`config.mk`:
```
export PLATFORM = sky130hd
export DESIGN_NAME = usb_rx_packet
export DESIGN_NICKNAME = d
export VERILOG_FILES = /design/src/rtl/usb_rx_packet_pkg.sv /design/src/rtl/usb_rx_packet_crc.sv /design/src/rtl/usb_rx_packet.sv
export SDC_FILE = /design/constraint.sdc
export NUM_CORES = 1
export LEC_CHECK = 0
export ABC_CLOCK_PERIOD_IN_PS = 4400
export CELL_PAD_IN_SITES_DETAIL_PLACEMENT = 0
export CELL_PAD_IN_SITES_GLOBAL_PLACEMENT = 1
export CORE_UTILIZATION = 45
export CTS_CLUSTER_DIAMETER = 40
export DETAILED_ROUTE_END_ITERATION = 8
export PLACE_DENSITY = 0.93
export SETUP_SLACK_MARGIN = 0.5
export SLEW_MARGIN = 20
export SYNTH_ARGS = -nofsm -noshare
export SYNTH_HDL_FRONTEND = slang
export SYNTH_SLANG_ARGS = --single-unit
```
`constraint.sdc`:
```
create_clock -name clk -period 4.4 [get_ports clk]
set_input_delay 1.32 -clock clk [delete_from_list [all_inputs] [get_ports clk]]
set_output_delay 1.32 -clock clk [all_outputs]
set_load 0.02 [all_outputs]
```
`src/rtl/usb_rx_packet_pkg.sv`:
```
// Shared types and CRC constants for the USB receive packet decoder.
package usb_rx_packet_pkg;

  typedef enum logic [3:0] {
    OUT   = 4'h1,
    IN    = 4'h9,
    SOF   = 4'h5,
    SETUP = 4'hD,
    DATA0 = 4'h3,
    DATA1 = 4'hB,
    DATA2 = 4'h7,
    MDATA = 4'hF,
    ACK   = 4'h2,
    NAK   = 4'hA,
    STALL = 4'hE
  } pid_t;

  typedef enum logic [1:0] {
    KIND_TOKEN,
    KIND_DATA,
    KIND_HS,
    KIND_BAD
  } pid_kind_t;

  typedef enum logic [2:0] {
    ST_IDLE,
    ST_PID,
    ST_TOK1,
    ST_TOK2,
    ST_END,
    ST_HS,
    ST_DATA,
    ST_ERR
  } state_t;

  localparam logic [4:0]  CRC5_POLY      = 5'h05;
  localparam logic [4:0]  CRC5_INIT      = 5'h1F;
  localparam logic [4:0]  CRC5_RESIDUAL  = 5'h0C;
  localparam logic [15:0] CRC16_POLY     = 16'h8005;
  localparam logic [15:0] CRC16_INIT     = 16'hFFFF;
  localparam logic [15:0] CRC16_RESIDUAL = 16'h800D;

  // SOF shares the two-byte token layout, so it classifies as a token.
  function automatic pid_kind_t pid_kind(input logic [3:0] p);
    pid_kind_t k;
    case (p)
      OUT, IN, SETUP, SOF:         k = KIND_TOKEN;
      DATA0, DATA1, DATA2, MDATA:  k = KIND_DATA;
      ACK, NAK, STALL:             k = KIND_HS;
      default:                     k = KIND_BAD;
    endcase
    return k;
  endfunction

endpackage

```
`src/rtl/usb_rx_packet_crc.sv`:
```
// Byte-wide CRC register, bits consumed LSB first with MSB feedback.
module usb_crc #(
  parameter int unsigned      WIDTH = 16,
  parameter logic [WIDTH-1:0] POLY  = '0,
  parameter logic [WIDTH-1:0] INIT  = '1
) (
  input  logic             clk,
  input  logic             reset,
  input  logic             init,
  input  logic             en,
  input  logic [7:0]       data,
  output logic [WIDTH-1:0] crc
);

  logic [WIDTH-1:0] crc_q;
  logic [WIDTH-1:0] crc_d;

  always_comb begin
    crc_d = crc_q;
    if (init) begin
      crc_d = INIT;
    end else if (en) begin
      for (int unsigned i = 0; i < 8; i++) begin
        if (crc_d[WIDTH-1] ^ data[i]) crc_d = (crc_d << 1) ^ POLY;
        else                          crc_d = crc_d << 1;
      end
    end
  end

  always_ff @(posedge clk) begin
    if (!reset) crc_q <= INIT;
    else        crc_q <= crc_d;
  end

  assign crc = crc_q;

endmodule

```
`src/rtl/usb_rx_packet.sv`:
```
// Packet decoder between usb_rx and the SIE: PID/CRC checking, token/SOF
// field extraction and payload forwarding with the CRC16 bytes stripped.
module usb_rx_packet
  import usb_rx_packet_pkg::*;
#(
  parameter int unsigned MAX_PAYLOAD = 64
) (
  input  logic        clk,
  input  logic        reset,
  input  logic [7:0]  rx_data,
  input  logic        rx_active,
  input  logic        rx_valid,
  input  logic        rx_error,
  output logic [3:0]  pid,
  output logic [6:0]  addr,
  output logic [3:0]  endp,
  output logic [10:0] frame,
  output logic        tok_valid,
  output logic        sof_valid,
  output logic        hs_valid,
  output logic [7:0]  pl_data,
  output logic        pl_valid,
  output logic        pkt_done,
  output logic        pkt_ok
);

  localparam int unsigned      CNT_W       = $clog2(MAX_PAYLOAD + 4);
  localparam logic [CNT_W-1:0] CNT_SAT     = CNT_W'(MAX_PAYLOAD + 3);
  localparam logic [CNT_W-1:0] CNT_FWD_MAX = CNT_W'(MAX_PAYLOAD + 1);
  localparam logic [CNT_W-1:0] CNT_LEN_MAX = CNT_W'(MAX_PAYLOAD + 2);
  localparam logic [CNT_W-1:0] CNT_CRC     = CNT_W'(2);

  state_t            state_q, state_d;
  logic              rx_active_q, rx_active_d;
  logic [3:0]        pid_q, pid_d;
  logic [7:0]        b1_q, b1_d;
  logic [2:0]        b2_q, b2_d;
  logic [6:0]        addr_q, addr_d;
  logic [3:0]        endp_q, endp_d;
  logic [10:0]       frame_q, frame_d;
  logic [7:0]        dly0_q, dly0_d;
  logic [7:0]        dly1_q, dly1_d;
  logic [CNT_W-1:0]  cnt_q, cnt_d;
  logic [7:0]        pl_data_q, pl_data_d;
  logic              pl_valid_q, pl_valid_d;
  logic              tok_valid_q, tok_valid_d;
  logic              sof_valid_q, sof_valid_d;
  logic              hs_valid_q, hs_valid_d;
  logic              pkt_done_q, pkt_done_d;
  logic              pkt_ok_q, pkt_ok_d;

  logic              byte_in;
  logic              crc_init;
  logic              crc5_en;
  logic              crc16_en;
  logic [4:0]        crc5;
  logic [15:0]       crc16;

  assign byte_in  = rx_valid && rx_active && !rx_error;
  assign crc_init = (state_q == ST_IDLE);
  assign crc5_en  = byte_in && (state_q == ST_TOK1 || state_q == ST_TOK2);
  assign crc16_en = byte_in && (state_q == ST_DATA);

  usb_crc #(.WIDTH(5), .POLY(CRC5_POLY), .INIT(CRC5_INIT)) u_crc5 (
    .clk   (clk),
    .reset (reset),
    .init  (crc_init),
    .en    (crc5_en),
    .data  (rx_data),
    .crc   (crc5)
  );

  usb_crc #(.WIDTH(16), .POLY(CRC16_POLY), .INIT(CRC16_INIT)) u_crc16 (
    .clk   (clk),
    .reset (reset),
    .init  (crc_init),
    .en    (crc16_en),
    .data  (rx_data),
    .crc   (crc16)
  );

  always_comb begin
    state_d     = state_q;
    rx_active_d = rx_active;
    pid_d       = pid_q;
    b1_d        = b1_q;
    b2_d        = b2_q;
    addr_d      = addr_q;
    endp_d      = endp_q;
    frame_d     = frame_q;
    dly0_d      = dly0_q;
    dly1_d      = dly1_q;
    cnt_d       = cnt_q;
    pl_data_d   = pl_data_q;
    pl_valid_d  = 1'b0;
    tok_valid_d = 1'b0;
    sof_valid_d = 1'b0;
    hs_valid_d  = 1'b0;
    pkt_done_d  = 1'b0;
    pkt_ok_d    = 1'b0;

    // Entry needs a rising edge so a packet already in flight at reset release is skipped.
    if (state_q == ST_IDLE) begin
      if (rx_active && !rx_active_q) begin
        state_d = ST_PID;
        cnt_d   = '0;
      end
    end else if (!rx_active) begin
      state_d    = ST_IDLE;
      pkt_done_d = 1'b1;
      case (state_q)
        ST_END: begin
          if (crc5 == CRC5_RESIDUAL) begin
            pkt_ok_d = 1'b1;
            if (pid_q == SOF) begin
              sof_valid_d = 1'b1;
              frame_d     = {b2_q, b1_q};
            end else begin
              tok_valid_d = 1'b1;
              addr_d      = b1_q[6:0];
              endp_d      = {b2_q, b1_q[7]};
            end
          end
        end
        ST_HS: begin
          pkt_ok_d   = 1'b1;
          hs_valid_d = 1'b1;
        end
        ST_DATA: begin
          pkt_ok_d = (cnt_q >= CNT_CRC) && (cnt_q <= CNT_LEN_MAX) &&
                     (crc16 == CRC16_RESIDUAL);
        end
        default: ;
      endcase
    end else if (rx_error) begin
      state_d = ST_ERR;
    end else if (rx_valid) begin
      case (state_q)
        ST_PID: begin
          pid_d = rx_data[3:0];
          if (rx_data[3:0] != ~rx_data[7:4]) begin
            state_d = ST_ERR;
          end else begin
            case (pid_kind(rx_data[3:0]))
              KIND_TOKEN: state_d = ST_TOK1;
              KIND_DATA:  state_d = ST_DATA;
              KIND_HS:    state_d = ST_HS;
              default:    state_d = ST_ERR;
            endcase
          end
        end
        ST_TOK1: begin
          b1_d    = rx_data;
          state_d = ST_TOK2;
        end
        ST_TOK2: begin
          b2_d    = rx_data[2:0];
          state_d = ST_END;
        end
        ST_END, ST_HS: state_d = ST_ERR;
        ST_DATA: begin
          // Two-byte delay line keeps the trailing CRC16 bytes from being forwarded.
          if (cnt_q >= CNT_CRC && cnt_q <= CNT_FWD_MAX) begin
            pl_valid_d = 1'b1;
            pl_data_d  = dly1_q;
          end
          dly1_d = dly0_q;
          dly0_d = rx_data;
          if (cnt_q != CNT_SAT) cnt_d = cnt_q + CNT_W'(1);
        end
        default: ;
      endcase
    end
  end

  always_ff @(posedge clk) begin
    if (!reset) begin
      state_q     <= ST_IDLE;
      rx_active_q <= rx_active;
      pid_q       <= '0;
      b1_q        <= '0;
      b2_q        <= '0;
      addr_q      <= '0;
      endp_q      <= '0;
      frame_q     <= '0;
      dly0_q      <= '0;
      dly1_q      <= '0;
      cnt_q       <= '0;
      pl_data_q   <= '0;
      pl_valid_q  <= 1'b0;
      tok_valid_q <= 1'b0;
      sof_valid_q <= 1'b0;
      hs_valid_q  <= 1'b0;
      pkt_done_q  <= 1'b0;
      pkt_ok_q    <= 1'b0;
    end else begin
      state_q     <= state_d;
      rx_active_q <= rx_active_d;
      pid_q       <= pid_d;
      b1_q        <= b1_d;
      b2_q        <= b2_d;
      addr_q      <= addr_d;
      endp_q      <= endp_d;
      frame_q     <= frame_d;
      dly0_q      <= dly0_d;
      dly1_q      <= dly1_d;
      cnt_q       <= cnt_d;
      pl_data_q   <= pl_data_d;
      pl_valid_q  <= pl_valid_d;
      tok_valid_q <= tok_valid_d;
      sof_valid_q <= sof_valid_d;
      hs_valid_q  <= hs_valid_d;
      pkt_done_q  <= pkt_done_d;
      pkt_ok_q    <= pkt_ok_d;
    end
  end

  assign pid       = pid_q;
  assign addr      = addr_q;
  assign endp      = endp_q;
  assign frame     = frame_q;
  assign tok_valid = tok_valid_q;
  assign sof_valid = sof_valid_q;
  assign hs_valid  = hs_valid_q;
  assign pl_data   = pl_data_q;
  assign pl_valid  = pl_valid_q;
  assign pkt_done  = pkt_done_q;
  assign pkt_ok    = pkt_ok_q;

endmodule

```
==> run metrics <==
Most used DFF post-synth dfxtp_1; post-CTS sizing 0; fraction of registers with async set/reset 0; CP peak stage delay 0.79 ns; CTS clock-pin slew for the worst setup and hold paths 0.11 ns; Placer Congestion 0.8287; Post-Layout Inst Area 5184 um2; final net count 545; cts hold-fix bufs 0; most frequent cell after synthesis dfxtp_1; final WL 9.337 mm; Setup Viol. Count Final 0; Die Ht 101.2 um; via/cell ratio 5.191; hold slack 0.4574 ns; Ys Warns 0; number of flops mapped to enable cells by yosys 0; Die W 101.2 um; clk sinks 99; diodes inserted 0; pin count of the biggest net entering global routing 64; Core Rows 35; CP delay by family, top XOR/XNOR gates; I/O pin count 53; Total GRT Usage 0.1953; later-pin clock latency in the skew report 0.37 ns; crit path time final 3.142 ns; 1st-iter DRT viols 132; final period utilization 0.7142; Post-Synthesis Cells 493; CTS Buf Count 9; pwr dens 310.5 nW/um2; Fin Setup TNS 0 ns; post-layout util 0.5531; CTS H-tree depth 3; startpoint type of the worst setup path input port; HP Class reg -> reg; GR Overflow Total 0; ANT nets after route 0; top cell type by total area after synthesis dfxtp_1; core area 9371 um2; Final Hold Violating Endpoints 0; top post-synthesis cells by count dfxtp_1, nand2_1, nor2_1; Slew Limit Fails 0; dpl ws 0.8683 ns; port bufs 52; Slew HR 0.5454; via count 3426; worst path required time 4.69 ns; CTS Buffer Depth 2; Synth top area share 0.4473; Synthesized Nets 512; placed inst area 4992 um2; share of cells above drive strength 1 0.07156; Crit. End Element flip-flop; MaxCap Viol Count 0; critical path cell sequence clkdlybuf4s50_1 > xor2_2 > xor3_1 > xnor3_2 > xnor2_1 > a31oi_1; CP max FO 10; first-pass GRT wire length 15.75 mm; drt pass-1 iters 5; die area 10250 um2; Worst Tran Pin Value 0.6819 ns; FF+latch count, synth 99; Yosys cell types 52; initial antenna violation count 0; RSZ-0062 raised after global routing no; WP buf/inv 1; leakage 0.001995 uW; Mean Syn Cell Area 8.987 um2; f_max 318.2 MHz; Post-CTS Setup Inserts 0; Final HPWL DP 6.590 mm; filler instances 868; TritonCTS clock tree built; Final Skew 0.01741 ns; Root Buffer clkbuf_8; final worst setup slack 1.258 ns; status complete, no violations; peak supply drop 171.0 uV; Post-Syn Area 4430 um2; category of the most critical setup path in -> reg; Max stage delay cell, worst path clkdlybuf4s50_1; top cells by area, synth dfxtp_1, mux2i_1, xnor2_1; WP data arrival 3.43 ns; drt drc 0; Seq/Total Area, Yosys 0.4473; Initial Utilization 0.4728; vias in the first global route 3307; area delta synth->final 17.00%; post-DR wirelength/cell 14.15 um
-- cells by family (layout without fill, tap and decap cells) --
| family | Yosys count | after routing | share of synthesized area |
|---|---|---|---|
| AOI/OAI and AO/OA | 76 | 76 | 0.1090 |
| xor gates and xnor gates | 49 | 49 | 0.1118 |
| adders and majority gates | 6 | 6 | 0.01694 |
| buffers and inverters | 44 | 82 | 0.04603 |
| DFF | 99 | 99 | 0.4473 |
| muxes | 39 | 39 | 0.08868 |
| and+or+nand+nor | 180 | 180 | 0.1802 |
-- power by group --
part | leakage, uW | total (uW) | internal, uW | switching (uW)
registers | 0.000799 | 904 | 898 | 5.43
logic | 0.00110 | 135 | 60.3 | 75.0
clock network | 0.0000993 | 570 | 221 | 349
-- registers in the layout, indices dropped and copies added, names as in the netlist --
register,count
rx_active_q,1
hs_valid,1
b1_q,8
pl_valid,1
pid,4
pkt_done,1
endp,4
tok_valid,1
pl_data,8
state_q,3
sof_valid,1
pkt_ok,1
u_crc16.crc,16
dly0_q,8
cnt_q,7
dly1_q,8
u_crc5.crc,5
frame,11
addr,7
b2_q,3
-- per-layer routing --
layer | vias to the layer above | global-route usage | wire length [um]
met5 | - | 0 | 0
met3 | 9 | 0.03037 | 358
met4 | 0 | 0.06689 | 95
met1 | 1631 | 0.2603 | 4379
met2 | 68 | 0.3229 | 4503
li1 | 1718 | - | -
-- worst register-to-register path: stages (launching register included) --
cell	delay (ns)
dfxtp_1	0.50
nor2b_2	0.29
nand3_1	0.21
or3_1	0.70
mux2i_1	0.26
nor2_1	0.05
-- worst paths after layout --
check,startpoint,to,slack [ns],depth (start not counted)
setup / recovery,rx_data[0],u_crc16.crc[0],1.26,6
hold / removal,dly0_q[1],dly1_q[1],0.46,2
setup reg to reg,state_q[2],frame[1],2.26,5
hold reg to reg,dly0_q[1],dly1_q[1],0.46,2
-- area by class of cell --
cell class	count	area, um2	area share
inverter	7	26.28	0.005069
clock inverter	7	67.56	0.01303
clock buffer	9	123.9	0.02390
sequential	99	1982	0.3823
tap	129	161.4	0.03114
multi-input combinational	350	2250	0.4340
timing repair buffer	59	573.1	0.1105
-- through the flow --
step	total power, uW	std cells
finish	1609	660
floorplan	1028	493
global placement	1056	644
CTS	1620	660
detailed placement	1060	644
global route	1672	660
-- cell usage in the layout (no fill, tap or decap), drive strengths merged, types with 7 or more instances in the layout --
cell type      count
dfxtp             99
nand2             74
nor2              62
clkdlybuf4s50     52
mux2i             37
xnor2             37
a21oi             34
o211ai            21
o21ai             11
inv               11
clkbuf             9
xor2               9
buf                7
No activity file was read; power rests on OpenSTA's default activity.
